File: config.mk
export PLATFORM = sky130hd
export DESIGN_NAME = uart_rx_deserializer
export DESIGN_NICKNAME = d
export VERILOG_FILES = /design/src/rtl/uart_rx_deserializer_pkg.sv /design/src/rtl/uart_rx_deserializer_sync_2ff.sv /design/src/rtl/uart_rx_deserializer.sv
export SDC_FILE = /design/constraint.sdc
export NUM_CORES = 1
export LEC_CHECK = 0
export CAP_MARGIN = 20
export CELL_PAD_IN_SITES_DETAIL_PLACEMENT = 2
export CELL_PAD_IN_SITES_GLOBAL_PLACEMENT = 2
export CORE_AREA = 5 5 79 81
export CTS_CLUSTER_DIAMETER = 50
export DETAILED_ROUTE_END_ITERATION = 6
export DIE_AREA = 0 0 84 86
export HOLD_SLACK_MARGIN = 0.02
export PLACE_DENSITY_LB_ADDON = 0.1
export SLEW_MARGIN = 40
export SYNTH_ARGS = -nofsm -noshare
export SYNTH_HDL_FRONTEND = slang
export SYNTH_HIERARCHICAL = 1
export SYNTH_SLANG_ARGS = --single-unit
export TNS_END_PERCENT = 10
File: constraint.sdc
create_clock -name clock -period 2.95 [get_ports clock]
set_clock_uncertainty 0.15 [all_clocks]
set_input_delay 0.59 -clock clock [delete_from_list [all_inputs] [get_ports clock]]
set_output_delay 0.59 -clock clock [all_outputs]
set_load 0.01 [all_outputs]
File: src/rtl/uart_rx_deserializer_pkg.sv
// Shared definitions for the UART receive path: receiver FSM states and
// default timing constants used by uart_rx_deserializer and its users.
package uart_rx_deserializer_pkg;

  // 25 MHz system clock / 115200 baud
  localparam int DEFAULT_CLKS_PER_BIT = 217;
  localparam int DEFAULT_DATA_WIDTH   = 8;

  // Receiver FSM states. Codes are fixed so the debug output is stable.
  typedef enum logic [2:0] {
    RXIdle  = 3'd0,
    RXStart = 3'd1,
    RXData  = 3'd2,
    RXStop  = 3'd3,
    RXBreak = 3'd4
  } UARTRxState;

  // Offset from the start-bit falling edge to the middle of the bit.
  function automatic int mid_count(input int clks_per_bit);
    return clks_per_bit / 2;
  endfunction

endpackage

File: src/rtl/uart_rx_deserializer_sync_2ff.sv
// Two-flop synchronizer for asynchronous inputs. The reset value is a
// parameter so idle-high lines (such as a UART rx pin) do not produce a
// false edge when reset is released.
module sync_2ff #(
  parameter int               WIDTH       = 1,
  parameter logic [WIDTH-1:0] RESET_VALUE = '1
) (
  input  logic             clock,
  input  logic             reset,
  input  logic [WIDTH-1:0] d,
  output logic [WIDTH-1:0] q
);

  logic [WIDTH-1:0] meta;

  // First flop may go metastable; the second gives it a full cycle to settle.
  always_ff @(posedge clock) begin
    if (!reset) begin
      meta <= RESET_VALUE;
      q    <= RESET_VALUE;
    end else begin
      meta <= d;
      q    <= meta;
    end
  end

endmodule

File: src/rtl/uart_rx_deserializer.sv
// UART 8N1 receive front end. Synchronizes rx_in, validates the start bit
// at mid-bit, samples data bits LSB first, checks the stop bit and hands
// each good byte to the consumer.
//
// Handshake: rx_complete is the valid, rx_ack is the ready. A byte is
// transferred on every clock where both are high; rx_complete then drops
// on the next clock unless a new good byte lands in that same cycle.
// rx_byte is stable whenever rx_complete is high. rx_ack while
// rx_complete is low has no effect.
//
// CLKS_PER_BIT must be at least 4 so the mid-bit offset is non-trivial.
module uart_rx_deserializer
  import uart_rx_deserializer_pkg::*;
#(
  parameter int CLKS_PER_BIT = DEFAULT_CLKS_PER_BIT,
  parameter int DATA_WIDTH   = DEFAULT_DATA_WIDTH
) (
  input  logic                  clock,
  input  logic                  reset,
  input  logic                  rx_in,
  input  logic                  rx_ack,
  output logic [DATA_WIDTH-1:0] rx_byte,
  output logic                  rx_complete,
  output logic                  framing_error,
  output logic                  overrun,
  output logic                  busy,
  output logic [2:0]            state_dbg
);

  localparam int CNT_W = (CLKS_PER_BIT > 1) ? $clog2(CLKS_PER_BIT) : 1;
  localparam int BIT_W = (DATA_WIDTH > 1) ? $clog2(DATA_WIDTH) : 1;
  localparam int MID   = mid_count(CLKS_PER_BIT);

  localparam logic [CNT_W-1:0] CNT_LAST     = CNT_W'(CLKS_PER_BIT - 1);
  localparam logic [CNT_W-1:0] CNT_MID_LAST = CNT_W'(MID - 1);
  localparam logic [BIT_W-1:0] BIT_LAST     = BIT_W'(DATA_WIDTH - 1);

  UARTRxState            state;
  logic                  rx_s;
  logic [CNT_W-1:0]      cnt;
  logic [BIT_W-1:0]      bit_idx;
  logic [DATA_WIDTH-1:0] shift_reg;

  // Line idles high, so the synchronizer presets to 1.
  sync_2ff #(
    .WIDTH      (1),
    .RESET_VALUE(1'b1)
  ) u_rx_sync (
    .clock(clock),
    .reset(reset),
    .d    (rx_in),
    .q    (rx_s)
  );

  assign busy      = (state != RXIdle);
  assign state_dbg = state;

  // Receiver FSM with inline baud counter, bit index and shift register.
  always_ff @(posedge clock) begin
    if (!reset) begin
      state         <= RXIdle;
      cnt           <= '0;
      bit_idx       <= '0;
      shift_reg     <= '0;
      rx_byte       <= '0;
      rx_complete   <= 1'b0;
      framing_error <= 1'b0;
      overrun       <= 1'b0;
    end else begin
      framing_error <= 1'b0;
      // Consumer took the byte; a store below in the same cycle wins.
      if (rx_ack) begin
        rx_complete <= 1'b0;
      end

      case (state)
        RXIdle: begin
          if (!rx_s) begin
            cnt   <= '0;
            state <= RXStart;
          end
        end

        RXStart: begin
          if (cnt == CNT_MID_LAST) begin
            if (rx_s) begin
              // Line went back high before mid start bit: glitch.
              state <= RXIdle;
            end else begin
              cnt     <= '0;
              bit_idx <= '0;
              state   <= RXData;
            end
          end else begin
            cnt <= cnt + CNT_W'(1);
          end
        end

        RXData: begin
          if (cnt == CNT_LAST) begin
            cnt       <= '0;
            // Shift in from the top so the first (LSB) bit ends in bit 0.
            shift_reg <= {rx_s, shift_reg[DATA_WIDTH-1:1]};
            bit_idx   <= bit_idx + BIT_W'(1);
            if (bit_idx == BIT_LAST) begin
              state <= RXStop;
            end
          end else begin
            cnt <= cnt + CNT_W'(1);
          end
        end

        RXStop: begin
          if (cnt == CNT_LAST) begin
            cnt <= '0;
            if (rx_s) begin
              if (!rx_complete || rx_ack) begin
                rx_byte     <= shift_reg;
                rx_complete <= 1'b1;
              end else begin
                overrun <= 1'b1;
              end
              state <= RXIdle;
            end else begin
              framing_error <= 1'b1;
              state         <= RXBreak;
            end
          end else begin
            cnt <= cnt + CNT_W'(1);
          end
        end

        RXBreak: begin
          // Hold here through a long low (break) so it is not re-framed.
          if (rx_s) begin
            state <= RXIdle;
          end
        end

        default: begin
          state <= RXIdle;
        end
      endcase
    end
  end

endmodule

Word-level counts from Yosys, hierarchy flattened
Index checks and enable logic that the tools add are counted.
- $add $sub $neg: 2
- equality and inequality tests: 14
- muxes and demuxes: 23
- bitwise logic cells: 1
- reductions and logical operators: 13
- operators by type and width (operator ; number):
    two-way mux 3 bit ; 10
    two-way mux 8 bit ; 3
    case mux 8 bit (3 select lines) ; 1
    case mux 3 bit (5 select lines) ; 1
    inequality test 2 bit (second input constant) ; 6
    AND reduction 4 bit ; 3
    adder 8 x 1 -> 8 bit (second input constant) ; 1
    == test 8 x 7 -> 1 bit (second input constant) ; 1
    == test 8 bit (second input constant) ; 1
    == test 3 x 2 -> 1 bit (second input constant) ; 2
    == test 3 bit (second input constant) ; 2
    two-way mux 1 bit ; 6
    case mux 3 bit (2 select lines) ; 1
    AND reduction 6 bit ; 1
    nonzero test 3 bit ; 2
    adder 3 x 1 -> 3 bit (second input constant) ; 1
    == test 3 x 1 -> 1 bit (second input constant) ; 1
    zero test 3 bit ; 1
    AND reduction 3 bit ; 1
    two-way mux 2 bit ; 1
    inequality test 2 x 1 -> 1 bit (second input constant) ; 1
    AND reduction 2 bit ; 1
    nonzero test 2 bit ; 1
    OR reduction 2 bit ; 1
    3 further kinds ; 3
- register bits: 35
- input port bits: 4
- output and inout port bits: 15
- logic and storage cells: 63

Logic depth before layout (Yosys ltp)
Gate-level depths: netlist of run 1.
- depth after elaboration: 6
- gate-level depth with buffers: 8

Hierarchy
Netlist of run 1, hierarchy kept.
- modules (own cells, without submodules) (module ; instances ; cells an instance ; area each (µm²) ; sequential area each (µm²)):
    uart_rx_deserializer ; 1 ; 192 ; 1730.4 ; 660.6
    sync_2ff ; 1 ; 4 ; 52.6 ; 40.0

Least setup slack after synthesis of run 1
OpenSTA, ideal clock, no wires.
- kind: register to register
- start point: reg cnt[0]
- end point: reg state[1], in the netlist state_dbg[1]
- data arrival time: 1771 ps
- data required time: 2683 ps
- setup slack: 912 ps
- stages on the path, launching flop included: 7
- path buffers: 1
- cells stage by stage: dfxtp_1 > ha_1 > nand4bb_4 > o21ba_1 > buf_4 > a211o_1 > a32o_2
- word-level cells in the longest chain between the ends: 3
- elaborated cells on any way between the ends: 6
- those cells by class: 5 x eq/ne; 1 x reduce/logical
- ends and longest elaborated chain (what ; RTL line ; RTL):
    start: declaration ; uart_rx_deserializer.sv:40 ; logic [CNT_W-1:0] cnt;
    start signal: assignment ; uart_rx_deserializer.sv:95 ; cnt <= cnt + CNT_W'(1);
    start signal: assignment ; uart_rx_deserializer.sv:109 ; cnt <= cnt + CNT_W'(1);
    start signal: assignment ; uart_rx_deserializer.sv:129 ; cnt <= cnt + CNT_W'(1);
    == test 8 bit / == test 8 x 7 -> 1 bit (equally long branches) ; uart_rx_deserializer.sv:100, uart_rx_deserializer.sv:114, uart_rx_deserializer.sv:85 ;
    inequality test 2 bit (no source line) ; n/a ;
    AND reduction 6 bit (no source line) * ; n/a ;
    end signal: assignment ; uart_rx_deserializer.sv:106 ; state <= RXStop;
    end signal: assignment ; uart_rx_deserializer.sv:123 ; state <= RXIdle;
    end signal: assignment ; uart_rx_deserializer.sv:126 ; state <= RXBreak;
    end: declaration ; uart_rx_deserializer.sv:38 ; UARTRxState state;
Mark *: on every way between the ends. The rest lies on a longest branch, timed or not.
A chain may end at the register's enable or synchronous reset.

Final worst setup path of run 1
- start point: reg state[2], in the netlist state_dbg[2]
- end point: out busy
- word-level cells in the longest chain between the ends: 1
- ends and longest elaborated chain (what ; RTL line ; RTL):
    start signal: assignment ; uart_rx_deserializer.sv:61 ; state <= RXIdle;
    start signal: assignment ; uart_rx_deserializer.sv:80 ; state <= RXStart;
    start signal: assignment ; uart_rx_deserializer.sv:88 ; state <= RXIdle;
    nonzero test 3 bit ; uart_rx_deserializer.sv:55 ; assign busy = (state != RXIdle);
    end: declaration ; uart_rx_deserializer.sv:26 ; output logic busy,
No other way between the ends.

==> flow_summary_export.csv, run 1 <==
group,metric,value,unit
status,outcome,"finished, final reports clean",
die,fp.dieArea,0.007224,mm^2
clock_network,cts_setup_buffers,0,
clock_network,cts_buffer_depth,2,
synth,synth-edff-count,0,
placed_design,placedCellCount,277,
sta,post-route-period-util,79.64,%
critical_path,r2r-start,"cnt[0]",
layout,area_growth,19.09,%
global_route,grt_pass1_wl,8452,um
critical_path,startpoint,"state_dbg[2]",
sta,layout_setup_ws,0.6006,ns
sta,fmax,0.4256,GHz
detailed_routing,first_pass_iters,3,
synth,synth_seq_area_share,39.30,%
synth,ys_async_sr_fraction,0,%
global_route,grt_max_degree,31,
layout,final_cells,285,
clock_network,cts_made_buffers,5,
critical_path,crit_fanout,15,
flow_run,max_cap_violations,0,
synth,synth_area_leaders,"dfxtp_1 39%, mux2i_1 9.5%, nand2_1 5.1%, a21oi_1 2.8%, ha_1 2.8%",
detailed_routing,drc,0,
clock_network,cts.sinks,35,
sta,fin_setup_tns,0,ns
die,start_util,32.99,%
synth,synth_warnings,6,
sta,worst_slew_pin_slew,0.5691,ns
layout,antenna_cells,0,
synth,yosysTopAreaCell,"dfxtp_1",
synth,synth_seq_cells,35,
clock_network,clock_latency,0.29,ns
pwr,ir_drop,0.0002333,V
detailed_routing,viasPerCell,5.260,
clock_network,tritoncts,"built",
layout,fin_util,39.28,%
synth,synth_nets,204,
global_route,grt_pass1_vias,1629,
sta,timing.final.crit_period,2.349,ns
detailed_routing,drt_wl_total,4935,um
layout,drive_gt1_share,9.859,%
die,die_y,86,um
critical_path,cp.required,2.21,ns
die,rows,27,
global_route,grt.total_usage,14.78,%
synth,synthesis.instances,196,
placed_design,pre_cts_slack,0.6404,ns
global_route,antenna_found_initial,0,
detailed_routing,initialDrtViolationCount,30,
sta,hold_violations,0,
placed_design,dp.final_hpwl,3531,um
clock_network,ctsHtreeMaxLevel,2,
critical_path,critPathArrivalTime,1.61,ns
sta,max_slew_margin,62.06,%
critical_path,endpoint_kind,"primary output",
clock_network,ctsHoldBuffers,0,
die,die_w,84,um
die,io_pins,19,
pwr,total_power,0.9854,mW
synth,synth_top_area_share,39.30,%
synth,synth-main-ff-cell,"dfxtp_1",
die,core,0.005405,mm^2
sta,grt_setup_unrepaired,"no",
global_route,grt.overflow.total,0,
placed_design,gp_congestion,0.8166,
layout,nNetsFinal,220,
hold_path,min_from,"u_rx_sync/meta",
synth,synth.distinct_cells,51,
clock_network,cts-root-buf,"clkbuf_8",
placed_design,port_buffers,18,
pwr,p_per_area,464.1,mW/mm^2
detailed_routing,wl_per_cell,17.32,um
synth,syn_area,0.001783,mm^2
hold_path,hold_path_class,"flip-flop to flip-flop",
synth,syn_avg_cell_area,9.097,um^2
sta,finalSetupViolCount,0,
critical_path,setup.worst_path.start_class,"flip-flop",
detailed_routing,ant_nets,0,
pwr,p_leak,0.7552,nW
critical_path,crit_type,"flip-flop to primary output",
detailed_routing,vias,1499,
clock_network,postCtsResizedCells,0,
sta,report.final.slew_viol_count,0,
clock_network,clk_pin_slew,0.07,ns
[stage by stage]
stage          instance area, um^2  hold slack, ns
2_1_floorplan                 1783          0.2363
3_3_place_gp                  2008          0.2496
3_5_place_dp                  2008          0.2523
4_1_cts                       2123          0.2798
5_1_grt                       2123          0.2913
6_report                      2123          0.2739
[synthesized netlist by cell type (all sizes together), types with 2 or more instances]
master,number
nor3b,3
a21oi,11
o21a,2
clkbuf,5
o21ai,8
ha,4
or3,2
nor3,6
nand2b,4
nor2b,3
nand2,24
nor2,11
and4,2
a31oi,2
buf,8
mux2i,17
inv,4
o22ai,6
nand3,9
nand3b,2
dfxtp,35
nand4,4
[kinds of logic after synthesis]
family / after synthesis / share of synthesized area [%]
compound gates: 41 / 16.70
simple gates: 80 / 25.90
mux: 17 / 9.544
flops: 35 / 39.30
buf+inv: 18 / 5.263
xor+xnor: 1 / 0.4913
fa+ha+maj: 4 / 2.807
[routing by layer]
metal	track usage, %	share of wire (%)	up-vias
met4	4.971	1.6	0
met1	16.96	46	741
met5	0	0	-
li1	-	-	733
met3	3.746	2.3	8
met2	26.75	50	17
[layout by cell type (no fill, tap or decap), types with 2 or more instances in the layout]
master and count:
a21oi_1 10, a31oi_1 2, and4_1 2, buf_4 4, clkbuf_8 5, clkdlybuf4s50_1 18
dfxtp_1 35, ha_1 4, inv_1 4, mux2i_1 17, nand2_1 24, nand2b_1 4
nand3_1 9, nand3b_1 2, nand4_1 4, nor2_1 11, nor2b_1 3, nor3_1 5
nor3b_1 2, o21a_1 2, o21ai_0 8, o22ai_1 6, or3_1 2
[critical path, stage by stage, from the launching register on]
cell and delay, ns:
dfxtp_1 0.62, or3_1 0.17, clkdlybuf4s50_1 0.53
[power by group]
group	switching, mW	leakage (nW)	internal, mW
Combinational	0.0299	0.418	0.0234
Sequential	0.00811	0.282	0.475
Clock	0.194	0.0548	0.255
[path summary, 6_finish.rpt]
kind / slack [ns] / endpoint / cells past startpoint
max reg2reg: 0.63 / rx_byte[7] / 6
min: 0.27 / u_rx_sync/q / 1
max: 0.60 / busy / 2
min reg2reg: 0.27 / u_rx_sync/q / 1
[cell type report]
| cell class | count | area [um^2] |
|---|---|---|
| tap | 72 | 90.09 |
| fill | 609 | 3282 |
| clock buffer | 5 | 68.82 |
| inverter | 5 | 18.77 |
| multi-input combinational | 143 | 988.4 |
| timing repair buffer | 22 | 210.2 |
| sequential | 35 | 700.7 |
| clock inverter | 3 | 46.29 |
No activity file was read; power rests on OpenSTA's default activity.
==> inputs of run 2 (changes only) <==
==> constraint.sdc (replaced) <==
create_clock -name clock -period 2.2 [get_ports clock]
set_clock_uncertainty 0.15 [all_clocks]
set_input_delay 0.44 -clock clock [delete_from_list [all_inputs] [get_ports clock]]
set_output_delay 0.44 -clock clock [all_outputs]
set_load 0.01 [all_outputs]
==> run 2 against run 1 <==
  * Design area grew 2.9%
  * Combinational power grew 62%
  * Sequential power grew 33%
  * Critical path type is now flip-flop to flip-flop
  * Clock power grew 4%
  * Critical path depth grew 3
  * Cell count grew 3.5%
  * Global-route usage grew 1.0 points
==> flow_summary_export.csv, run 2 (synthesis results as in run 1) <==
group,metric,value,unit
pwr,total_power,1.196,mW
pwr,p_sw_share,25.01,%
pwr,clockPowerShare,38.9,%
sta,post-route-period-util,92.45,%
clock_network,cts_buffer_depth,2,
sta,report.final.slew_viol_count,0,
die,io_pins,19,
hold_path,hold_path_class,"flip-flop to flip-flop",
layout,area_growth,22.60,%
clock_network,cts-root-buf,"clkbuf_8",
hold_path,min_from,"u_rx_sync/meta",
die,die_y,86,um
global_route,grt_pass1_wl,9045,um
detailed_routing,viasPerCell,5.302,
sta,hold_slack,0.2847,ns
critical_path,crit_chain,"nor3b_4 -> nand2_1 -> and4b_1 -> buf_12 -> mux2i_1",
die,start_util,32.99,%
global_route,grt.overflow.total,0,
sta,finalSetupViolCount,0,
layout,n_fill_cell,621,
layout,drive_gt1_share,14.35,%
critical_path,cp_top_family,"simple AND/OR/NAND/NOR gates",
sta,timing.final.crit_period,2.034,ns
critical_path,setup.worst_path.start_class,"flip-flop",
detailed_routing,drc,0,
clock_network,tritoncts,"built",
sta,worst_slew_pin_slew,0.5965,ns
clock_network,ctsHtreeMaxLevel,2,
clock_network,cts.sinks,35,
pwr,seqPwrFrac,53.9,%
pwr,p_comb_share,7.2,%
sta,fin_setup_tns,0,ns
die,fp.dieArea,0.007224,mm^2
layout,antenna_cells,0,
critical_path,endpoint_kind,"flip-flop",
detailed_routing,initialDrtViolationCount,49,
layout,final_cells,295,
layout,multi_input_area,988.4,um^2
sta,fmax,0.4916,GHz
layout,nNetsFinal,230,
die,die_w,84,um
global_route,antenna_found_initial,0,
global_route,grt_pass1_vias,1764,
global_route,grt.total_usage,15.80,%
sta,max_slew_margin,60.23,%
hold_path,hold_depth,1,
critical_path,timing.rr.end,"rx_byte[6]",
critical_path,path_buf_inv,1,
detailed_routing,first_pass_iters,4,
pwr,power.internal,0.8970,mW
placed_design,dp.final_hpwl,3999,um
critical_path,cp.required,2.26,ns
hold_path,hold_path_end,"u_rx_sync/q",
clock_network,cts_made_buffers,5,
critical_path,slowest_delay,0.49,ns
status,outcome,"finished, final reports clean",
global_route,grt_max_degree,19,
critical_path,r2r-start,"cnt[6]",
pwr,ir_drop,0.0002552,V
sta,hold_violations,0,
critical_path,critPathArrivalTime,2.10,ns
critical_path,crit_type,"flip-flop to flip-flop",
placed_design,placedCellCount,287,
die,rows,27,
critical_path,crit_fanout,8,
placed_design,gp_congestion,0.8547,
detailed_routing,ant_nets,0,
die,core,0.005405,mm^2
flow_run,max_cap_violations,0,
placed_design,port_buffers,18,
critical_path,r2r_slack,0.17,ns
critical_path,crit_path_top_delay_cell,"nor3b_4",
layout,layout_commonest_cell,"dfxtp_1",
layout,layout_common_cells,"33 x dfxtp_1, 24 x nand2_1, 17 x mux2i_1, 17 x clkdlybuf4s50_1, 13 x buf_4",
pwr,power.switching,0.2991,mW
detailed_routing,drt_wl_total,5320,um
clock_network,clock_latency,0.29,ns
critical_path,worst_r2r_path_depth,5,
detailed_routing,vias,1564,
clock_network,clk_pin_slew,0.07,ns
pwr,p_per_area,547.2,mW/mm^2
layout,seqCellArea,703.2,um^2
sta,grt_setup_unrepaired,"no",
detailed_routing,wl_per_cell,18.03,um
pwr,p_leak,0.8148,nW
-- run 2: cell count changes in the layout (fill, tap and decap cells not counted) --
cell	before	now
buf_12	0	1
buf_4	4	13
bufinv_16	1	0
clkbuf_1	0	1
clkdlybuf4s50_1	18	17
clkinv_2	0	1
dfxtp_1	35	33
dfxtp_2	0	2
dlymetal6s2s_1	0	1
inv_6	1	0
-- run 2: how the worst max path moves through the flow --
stage                 start  depth (start not counted)           end
6_report             cnt[6]                          5    rx_byte[6]
5_1_grt              cnt[0]                          7  shift_reg[6]
4_1_cts        state_dbg[1]                          2          busy
3_5_place_dp         cnt[6]                          5    rx_byte[6]
3_3_place_gp          reset                          4  state_dbg[0]
2_1_floorplan        cnt[0]                          6  state_dbg[1]
-- run 2: power by group through the flow --
stage / Combinational (mW) / Clock, mW / Sequential (mW)
after CTS: 0.0884 / 0.485 / 0.644
after global placement: 0.0847 / 0 / 0.658
after global routing: 0.0946 / 0.523 / 0.645
after detailed placement: 0.0878 / 0 / 0.659
after floorplan: 0.0537 / 0 / 0.657
final: 0.0866 / 0.465 / 0.644
-- run 2: repair_timing --
action	4_1_cts	5_1_grt
endpoints found under the hold margin	0	0
gates resized for setup	1	2
hold buffers	0	0
buffers inserted	0	0
setup endpoints to repair	1	2
-- run 2: worst register-to-register path, cell delays in order, from the launching register on --
cell and delay (ns):
dfxtp_1 0.43, nor3b_4 0.49, nand2_1 0.20, and4b_1 0.35, buf_12 0.15, mux2i_1 0.20
-- run 2: final cells by class --
type	count	share of cell area, %
Clock inverter	2	0.5724
Timing Repair Buffer	32	13.74
Sequential cell	35	32.17
Multi-Input combinational cell	143	45.22
Inverter	5	0.8586
Clock buffer	6	3.320
Tap cell	72	4.121
-- run 2: per-layer routing --
metal | vias up | global-route usage (%) | share of wire (%)
li1 | 755 | - | -
met3 | 7 | 3.746 | 2.9
met2 | 17 | 30.59 | 54
met5 | - | 0 | 0
met1 | 785 | 16.82 | 42
met4 | 0 | 4.971 | 1.3
-- run 2: through the flow --
step / utilization [%] / setup WS (ns) / cell area [um^2]
floorplan: - / 0.1617 / 1783
global placement: 38.77 / 0.2591 / 2096
detailed placement: 38.77 / 0.1837 / 2096
CTS: 40.37 / 0.02855 / 2182
global route: 40.44 / 0.01846 / 2186
finish: 40.44 / 0.1660 / 2186
==> inputs of run 3 (changes only) <==
--- a/config.mk
+++ b/config.mk
@@ -14,6 +14,7 @@
 export DIE_AREA = 0 0 84 86
 export HOLD_SLACK_MARGIN = 0.02
 export PLACE_DENSITY_LB_ADDON = 0.1
+export SKIP_LAST_GASP = 1
 export SLEW_MARGIN = 40
 export SYNTH_ARGS = -nofsm -noshare
 export SYNTH_HDL_FRONTEND = slang
==> results of run 3 <==
Final layout, timing and power as in run 2 (identical DEF).
